$ cat src/rtl/zic_mmr_access_arb.sv
// Two-port (core / debug) round-robin arbiter for single-beat MMR accesses.
// Optional address map check enabled by defining ZIC_MMR_ADDR_CHK_EN.
module zic_mmr_access_arb #(
    parameter logic [15:0] ACK_ADDR = 16'h0804
) (
    input  logic        clk_i,
    input  logic        rst_n_i,

    input  logic        core_req_valid_i,
    output logic        core_req_ready_o,
    input  logic        core_req_we_i,
    input  logic [15:0] core_req_addr_i,
    input  logic [31:0] core_req_wdata_i,
    output logic        core_rsp_valid_o,
    input  logic        core_rsp_ready_i,
    output logic [31:0] core_rsp_rdata_o,
    output logic        core_rsp_err_o,

    input  logic        dbg_req_valid_i,
    output logic        dbg_req_ready_o,
    input  logic        dbg_req_we_i,
    input  logic [15:0] dbg_req_addr_i,
    input  logic [31:0] dbg_req_wdata_i,
    output logic        dbg_rsp_valid_o,
    input  logic        dbg_rsp_ready_i,
    output logic [31:0] dbg_rsp_rdata_o,
    output logic        dbg_rsp_err_o,

    output logic        mmr_read_en_o,
    output logic [15:0] mmr_read_addr_o,
    input  logic [31:0] mmr_read_data_i,
    output logic        mmr_write_en_o,
    output logic [15:0] mmr_write_addr_o,
    output logic [31:0] mmr_write_data_o,

    output logic        zic_ack_read_valid_o
);

    typedef enum logic [1:0] {
        IDLE  = 2'd0,
        ISSUE = 2'd1,
        RESP  = 2'd2
    } state_t;

    state_t      r_state;
    state_t      w_state_nxt;

    logic        r_last;     // 1: debug port was served last
    logic        r_src;      // 0: core, 1: debug
    logic        r_we;
    logic [15:0] r_addr;
    logic [31:0] r_wdata;
    logic [31:0] r_rdata;

    logic        w_gnt_core;
    logic        w_gnt_dbg;
    logic        w_accept;
    logic        w_mapped;

`ifdef ZIC_MMR_ADDR_CHK_EN
    logic        r_err;

    function automatic logic addr_mapped(input logic [15:0] a);
        case (a)
            16'h0000, 16'h0004, 16'h0800, 16'h0804,
            16'h0808, 16'h080C, 16'h0810, 16'h0814: addr_mapped = 1'b1;
            default: addr_mapped = (a >= 16'h1000) && (a <= 16'h10BF);
        endcase
    endfunction

    assign w_mapped = addr_mapped(r_addr);
`else
    assign w_mapped       = 1'b1;
    assign core_rsp_err_o = 1'b0;
    assign dbg_rsp_err_o  = 1'b0;
`endif

    // A lone requester wins outright; contention goes to the port not served last.
    assign w_gnt_core = core_req_valid_i & (~dbg_req_valid_i | r_last);
    assign w_gnt_dbg  = dbg_req_valid_i  & (~core_req_valid_i | ~r_last);
    assign w_accept   = (r_state == IDLE) & (w_gnt_core | w_gnt_dbg);

    always_ff @(posedge clk_i or negedge rst_n_i) begin
        if (!rst_n_i) begin
            r_state <= IDLE;
        end else begin
            r_state <= w_state_nxt;
        end
    end

    always_ff @(posedge clk_i or negedge rst_n_i) begin
        if (!rst_n_i) begin
            r_last  <= 1'b1;
            r_src   <= 1'b0;
            r_we    <= 1'b0;
            r_addr  <= '0;
            r_wdata <= '0;
            r_rdata <= '0;
`ifdef ZIC_MMR_ADDR_CHK_EN
            r_err   <= 1'b0;
`endif
        end else begin
            if (w_accept) begin
                r_last  <= w_gnt_dbg;
                r_src   <= w_gnt_dbg;
                r_we    <= w_gnt_dbg ? dbg_req_we_i    : core_req_we_i;
                r_addr  <= w_gnt_dbg ? dbg_req_addr_i  : core_req_addr_i;
                r_wdata <= w_gnt_dbg ? dbg_req_wdata_i : core_req_wdata_i;
            end
            if (r_state == ISSUE) begin
                r_rdata <= (!r_we && w_mapped) ? mmr_read_data_i : '0;
`ifdef ZIC_MMR_ADDR_CHK_EN
                r_err   <= ~w_mapped;
`endif
            end
        end
    end

    always_comb begin
        w_state_nxt          = r_state;
        core_req_ready_o     = 1'b0;
        dbg_req_ready_o      = 1'b0;
        core_rsp_valid_o     = 1'b0;
        dbg_rsp_valid_o      = 1'b0;
        core_rsp_rdata_o     = '0;
        dbg_rsp_rdata_o      = '0;
`ifdef ZIC_MMR_ADDR_CHK_EN
        core_rsp_err_o       = 1'b0;
        dbg_rsp_err_o        = 1'b0;
`endif
        mmr_read_en_o        = 1'b0;
        mmr_read_addr_o      = '0;
        mmr_write_en_o       = 1'b0;
        mmr_write_addr_o     = '0;
        mmr_write_data_o     = '0;
        zic_ack_read_valid_o = 1'b0;

        case (r_state)
            IDLE: begin
                core_req_ready_o = w_gnt_core;
                dbg_req_ready_o  = w_gnt_dbg;
                if (w_accept) begin
                    w_state_nxt = ISSUE;
                end
            end
            ISSUE: begin
                if (w_mapped) begin
                    if (r_we) begin
                        mmr_write_en_o   = 1'b1;
                        mmr_write_addr_o = r_addr;
                        mmr_write_data_o = r_wdata;
                    end else begin
                        mmr_read_en_o        = 1'b1;
                        mmr_read_addr_o      = r_addr;
                        zic_ack_read_valid_o = ~r_src & (r_addr == ACK_ADDR);
                    end
                end
                w_state_nxt = RESP;
            end
            RESP: begin
                if (!r_src) begin
                    core_rsp_valid_o = 1'b1;
                    core_rsp_rdata_o = r_rdata;
`ifdef ZIC_MMR_ADDR_CHK_EN
                    core_rsp_err_o   = r_err;
`endif
                    if (core_rsp_ready_i) begin
                        w_state_nxt = IDLE;
                    end
                end else begin
                    dbg_rsp_valid_o = 1'b1;
                    dbg_rsp_rdata_o = r_rdata;
`ifdef ZIC_MMR_ADDR_CHK_EN
                    dbg_rsp_err_o   = r_err;
`endif
                    if (dbg_rsp_ready_i) begin
                        w_state_nxt = IDLE;
                    end
                end
            end
            default: begin
                w_state_nxt = IDLE;
            end
        endcase
    end

endmodule

$ cat config.mk
export PLATFORM = sky130hd
export DESIGN_NAME = zic_mmr_access_arb
export DESIGN_NICKNAME = d
export VERILOG_FILES = /design/src/rtl/zic_mmr_access_arb.sv
export SDC_FILE = /design/constraint.sdc
export NUM_CORES = 1
export LEC_CHECK = 0
export CAP_MARGIN = 15
export CORE_MARGIN = 3
export CORE_UTILIZATION = 40
export DETAILED_ROUTE_END_ITERATION = 7
export MAX_ROUTING_LAYER = met4
export PLACE_DENSITY = 0.82
export SLEW_MARGIN = 0
export SYNTH_ARGS = -nofsm -noshare
export SYNTH_HDL_FRONTEND = slang
export SYNTH_SLANG_ARGS = --single-unit
$ cat constraint.sdc
create_clock -name clk_i -period 1.7 [get_ports clk_i]
set_input_delay 0.17 -clock clk_i [delete_from_list [all_inputs] [get_ports clk_i]]
set_output_delay 0.17 -clock clk_i [all_outputs]
set_load 0.01 [all_outputs]
* Yosys cells after proc, flatten, opt, wreduce, memory -nomap -nowiden
Cells that the tools add are included.
** Operators by class
- Muxes and demuxes :: 31
- Bitwise logic cells :: 11
- Equality and inequality tests :: 6
- Reductions and logical operators :: 2
** Operator list (count)
- $mux 32 :: 8
- $mux 16 :: 5
- $eq 16x12->1 const B :: 1
- $mux 1 :: 13
- $mux 2 :: 4
- $ne 3x3->1 const B :: 2
- $pmux 2 s3 :: 1
- $and 1x1->1 :: 4
- $not 1->1 :: 4
- $or 1x1->1 :: 3
- $reduce_and 3->1 :: 1
- $eq 2x1->1 const B :: 1
- $eq 2x2->1 const B :: 1
- $logic_not 2->1 :: 1
- $ne 2x2->1 const B :: 1
** Word-level totals
- Output and inout port bits :: 137
- Register bits :: 85

* Depth between registers and ports, before layout
- Depth after elaboration :: 7
- Depth in mapped cells :: 6

* Worst setup path before layout
OpenSTA, ideal clock, no wires.
- Kind :: register to register
- Start point :: register r_last
- End point :: register r_addr[0]
- Setup slack :: 0.113 ns
- Setup time :: 0.125 ns
- Stages on the path, launching flop included :: 6
- Arrival :: 1.462 ns
- Period minus slack after synthesis :: 1.587 ns
- Buffers on the path :: 2
- Cell sequence :: dfstp_2 -> a21bo_1 -> buf_6 -> buf_12 -> mux2_4 -> mux2_4
** On the way
- Cells in the longest elaborated chain, start to end :: 5
- Elaborated cells on any way between the ends :: 8
- Those cells by class :: mux (1); bitwise (7)
** Ends and longest elaborated chain
- from (decl) :: line 48 : logic r_last;
- from (signal assigned) :: line 104 : r_last <= w_gnt_dbg;
- $not 1->1 :: line 80 : assign w_gnt_dbg = dbg_req_valid_i & (~core_req_valid_i | ~r_last);
- $or 1x1->1 :: line 80
- $and 1x1->1 :: line 80
- $or 1x1->1 :: line 81 : assign w_accept = (r_state == IDLE) & (w_gnt_core | w_gnt_dbg);
- $and 1x1->1 :: line 81
- to (signal assigned) :: line 107 : r_addr <= w_gnt_dbg ? dbg_req_addr_i : core_req_addr_i;
- to (decl) :: line 51 : logic [15:0] r_addr;
Several ways; a longest one is shown, not always the timed one.
A chain may end at the register's enable or synchronous reset.

* Final worst setup path
- Start point :: register r_state[0]
- End point :: output port dbg_rsp_rdata_o[14]
** On the way
- Cells in the longest elaborated chain, start to end :: 2
** Ends and longest elaborated chain
- from (decl) :: line 45 : state_t r_state;
- from (signal assigned) :: line 87 : r_state <= w_state_nxt;
- $eq 2x2->1 :: line 138 : case (r_state)
- $mux 32 :: line 138
- to (decl) :: line 26 : output logic [31:0] dbg_rsp_rdata_o,
Every way passes these cells.

==> impl_metrics.env <==
export IMPL_crit_family="simple AND/OR/NAND/NOR gates"
export IMPL_pwr_share_comb=0.598
export IMPL_cts_buffer_depth=2
export IMPL_fmaxAchievable_mhz=515
export IMPL_setup_tns_ns=-24.90
export IMPL_synth_top_cell_area_share=0.414
export IMPL_dr_pass1_iters=6
export IMPL_die_area_sq_um=14100
export IMPL_path_common_cell="buf_8"
export IMPL_syn_inst=404
export IMPL_cp_cell_sequence="nand2b_4 -> nor2_4 -> clkbuf_16 -> buf_8 -> buf_8 -> and2_4 -> buf_6"
export IMPL_dr_total_vias=4621
export IMPL_clkSlewWorstSetupHoldPaths_ns=0.06
export IMPL_pwr_share_clk=0.135
export IMPL_layout_common_cells="clkdlybuf4s50_1, buf_6, mux2_4"
export IMPL_crit_buf_inv=4
export IMPL_drt_iter0_markers=283
export IMPL_grt_use_total=0.230
export IMPL_setup_ws_ns=-0.242
export IMPL_post_route_period_util=1.14
export IMPL_final_setup_viol_count=183
export IMPL_coreArea_sq_um=12200
export IMPL_initial_utilization=0.415
export IMPL_vdd_drop_max_mv=0.734
export IMPL_gp_congestion=0.812
export IMPL_worstSkewPairLatency_ns=0.33
export IMPL_p_int_mw=9.18
export IMPL_n_antenna_cell=0
export IMPL_wire_per_inst_microns=20.4
export IMPL_ys_warn_count=0
export IMPL_p_seq_frac=0.268
export IMPL_area_growth_pct=83.0
export IMPL_yosysTopAreaCell="dfrtp_1"
export IMPL_synthArstFlopShare=1.00
export IMPL_yosys_register_bits=85
export IMPL_holdWs_ns=0.421
export IMPL_numClockSinks=85
export IMPL_total_power_mw=13.7
export IMPL_final_nets=881
export IMPL_grt_pass1_vias=4552
export IMPL_drive_above_1_share=0.568
export IMPL_netlist_area_sq_um=5070
export IMPL_status="complete, but fails checks"
export IMPL_multi_input_area_sq_um=2960
export IMPL_dp_hpwl_microns=12200
export IMPL_critPathRequiredTime_ns=1.53
export IMPL_avgSynthCellArea_sq_um=12.6
export IMPL_crit_arrival_ns=1.77
export IMPL_ant_nets=0
export IMPL_swShare=0.331
export IMPL_antenna_found_initial=0
export IMPL_vias_per_cell=5.03
export IMPL_h_tree_depth=3
export IMPL_cp_end_kind="output port"
export IMPL_yosysSeqAreaShare=0.419
export IMPL_cts_tree="yes"
export IMPL_p_leak_nw=4.58
export IMPL_grt_pass1_wl_microns=24700
export IMPL_p_sw_mw=4.54
export IMPL_ys_flop_type="dfrtp_1"
export IMPL_wl_microns=18800
export IMPL_nFillCells=820
export IMPL_row_count=40
export IMPL_grt_max_degree=86
export IMPL_p_per_area_nw_per_um2=1480
export IMPL_cts_made_buffers=9
export IMPL_ios=273
export IMPL_cp_slowest_cell="dfrtp_2"
export IMPL_port_buffers=270
export IMPL_clock_skew_ns=0.00837
export IMPL_cp_max_fo=7
export IMPL_gr_total_overflow=0
export IMPL_failed_checks="negative setup slack"
export IMPL_drc=0
export IMPL_criticalPathCategory="reg -> out"
export IMPL_finalCriticalPeriod_ns=1.94
export IMPL_final_max_slew_viol_count=0
export IMPL_hold_class="in -> async"
export IMPL_yosys_top_cells_area="dfrtp_1, mux2_4, and2_1"
export IMPL_cts_root_buf="clkbuf_16"
export IMPL_drv_cap=0
export IMPL_place_ws_ns=-0.366
export IMPL_fp_dieW_microns=119
export IMPL_synth_edf_count=0
export IMPL_grt_setup_unrepaired="yes"
export IMPL_startpoint_type="flip-flop"
export IMPL_ys_types=31
export IMPL_slowest_delay_ns=0.44
export IMPL_layout_commonest_cell="clkdlybuf4s50_1"
export IMPL_hold_violations=0
export IMPL_seq_area_sq_um=2130
export IMPL_die_y_microns=119
==> synth_stat cells (2+ instances only) <==
| cell type | number |
|---|---|
| a22o_1 | 32 |
| and2_1 | 127 |
| buf_12 | 5 |
| buf_2 | 2 |
| buf_4 | 7 |
| clkbuf_1 | 18 |
| dfrtp_1 | 84 |
| inv_1 | 3 |
| mux2_4 | 96 |
| mux2i_1 | 2 |
| nand2b_1 | 2 |
| nor2_1 | 5 |
| nor4_1 | 3 |
==> worst paths after layout <==
check,from,endpoint,slack (ns),depth (start not counted)
max in group asynchronous,rst_n_i,r_last,0.89,3
worst max register to register,r_state[1],r_addr[9],-0.19,9
worst min-delay path,rst_n_i,r_rdata[21],0.42,3
worst max-delay path,r_state[0],dbg_rsp_rdata_o[14],-0.24,7
worst min register to register,r_wdata[16],r_wdata[16],0.51,1
min in group clk_i,mmr_read_data_i[30],r_rdata[30],0.44,2
==> worst reg2reg max path, cell delays in order (launching register included) <==
cell       delay [ns]
dfrtp_1          0.41
buf_6            0.14
buf_6            0.11
buf_4            0.15
nor2_4           0.11
buf_6            0.11
o21a_4           0.15
buf_6            0.13
clkbuf_16        0.17
mux2_4           0.30
==> power by group through the flow <==
| stage | sequential, mW | combinational [mW] | clock, mW |
|---|---|---|---|
| after global routing | 3.76 | 8.64 | 1.96 |
| after floorplan | 3.39 | 3.61 | 0 |
| after global placement | 3.53 | 6.19 | 0 |
| after CTS | 3.58 | 6.49 | 1.88 |
| final | 3.67 | 8.20 | 1.85 |
| after detailed placement | 3.56 | 6.38 | 0 |
==> metrics by stage <==
stage	utilization	instances	instance area (sq um)
after global placement	0.671	853	8190
after CTS	0.700	877	8540
after floorplan	-	405	5080
after global routing	0.760	918	9290
after detailed placement	0.671	853	8190
final	0.760	918	9290
==> logic make-up after synthesis <==
| kind of cell | Yosys count | synth area share |
|---|---|---|
| flops | 85 | 0.419 |
| compound gates | 38 | 0.0634 |
| other cells | 1 | 0.000739 |
| simple gates | 144 | 0.175 |
| buf+inv | 37 | 0.0508 |
| mux | 99 | 0.290 |
==> what timing repair did <==
item | CTS | global route
resized for setup | 260 | 437
hold buffers | 1 | 0
hold endpoints to repair | 84 | 0
endpoints found under the setup margin | 183 | 183
pin swaps | 1 | 23
buffers inserted | 5 | 32
gates cloned | 2 | 11
==> registers in the layout, summed over array words and instances, names as in the netlist <==
signal	count
r_addr	16
r_last	1
r_rdata	32
r_src	1
r_state	2
r_wdata	32
r_we	1
==> metal layers <==
metal / GRT usage / share of wire / up-vias / routed length, microns
li1: - / - / 2060 / -
met1: 0.265 / 0.38 / 2273 / 7190
met2: 0.395 / 0.52 / 254 / 9700
met3: 0.0584 / 0.076 / 34 / 1430
met4: 0.0710 / 0.024 / 0 / 454
met5: - / 0 / - / 0
==> layout make-up <==
cell class	instances	share of cell area
Inverter	3	0.00121
Sequential cell	85	0.229
Timing Repair Buffer	363	0.398
Clock inverter	4	0.00243
Clock buffer	12	0.0276
Tap cell	168	0.0226
Multi-Input combinational cell	283	0.319
No activity file was read; power rests on OpenSTA's default activity.
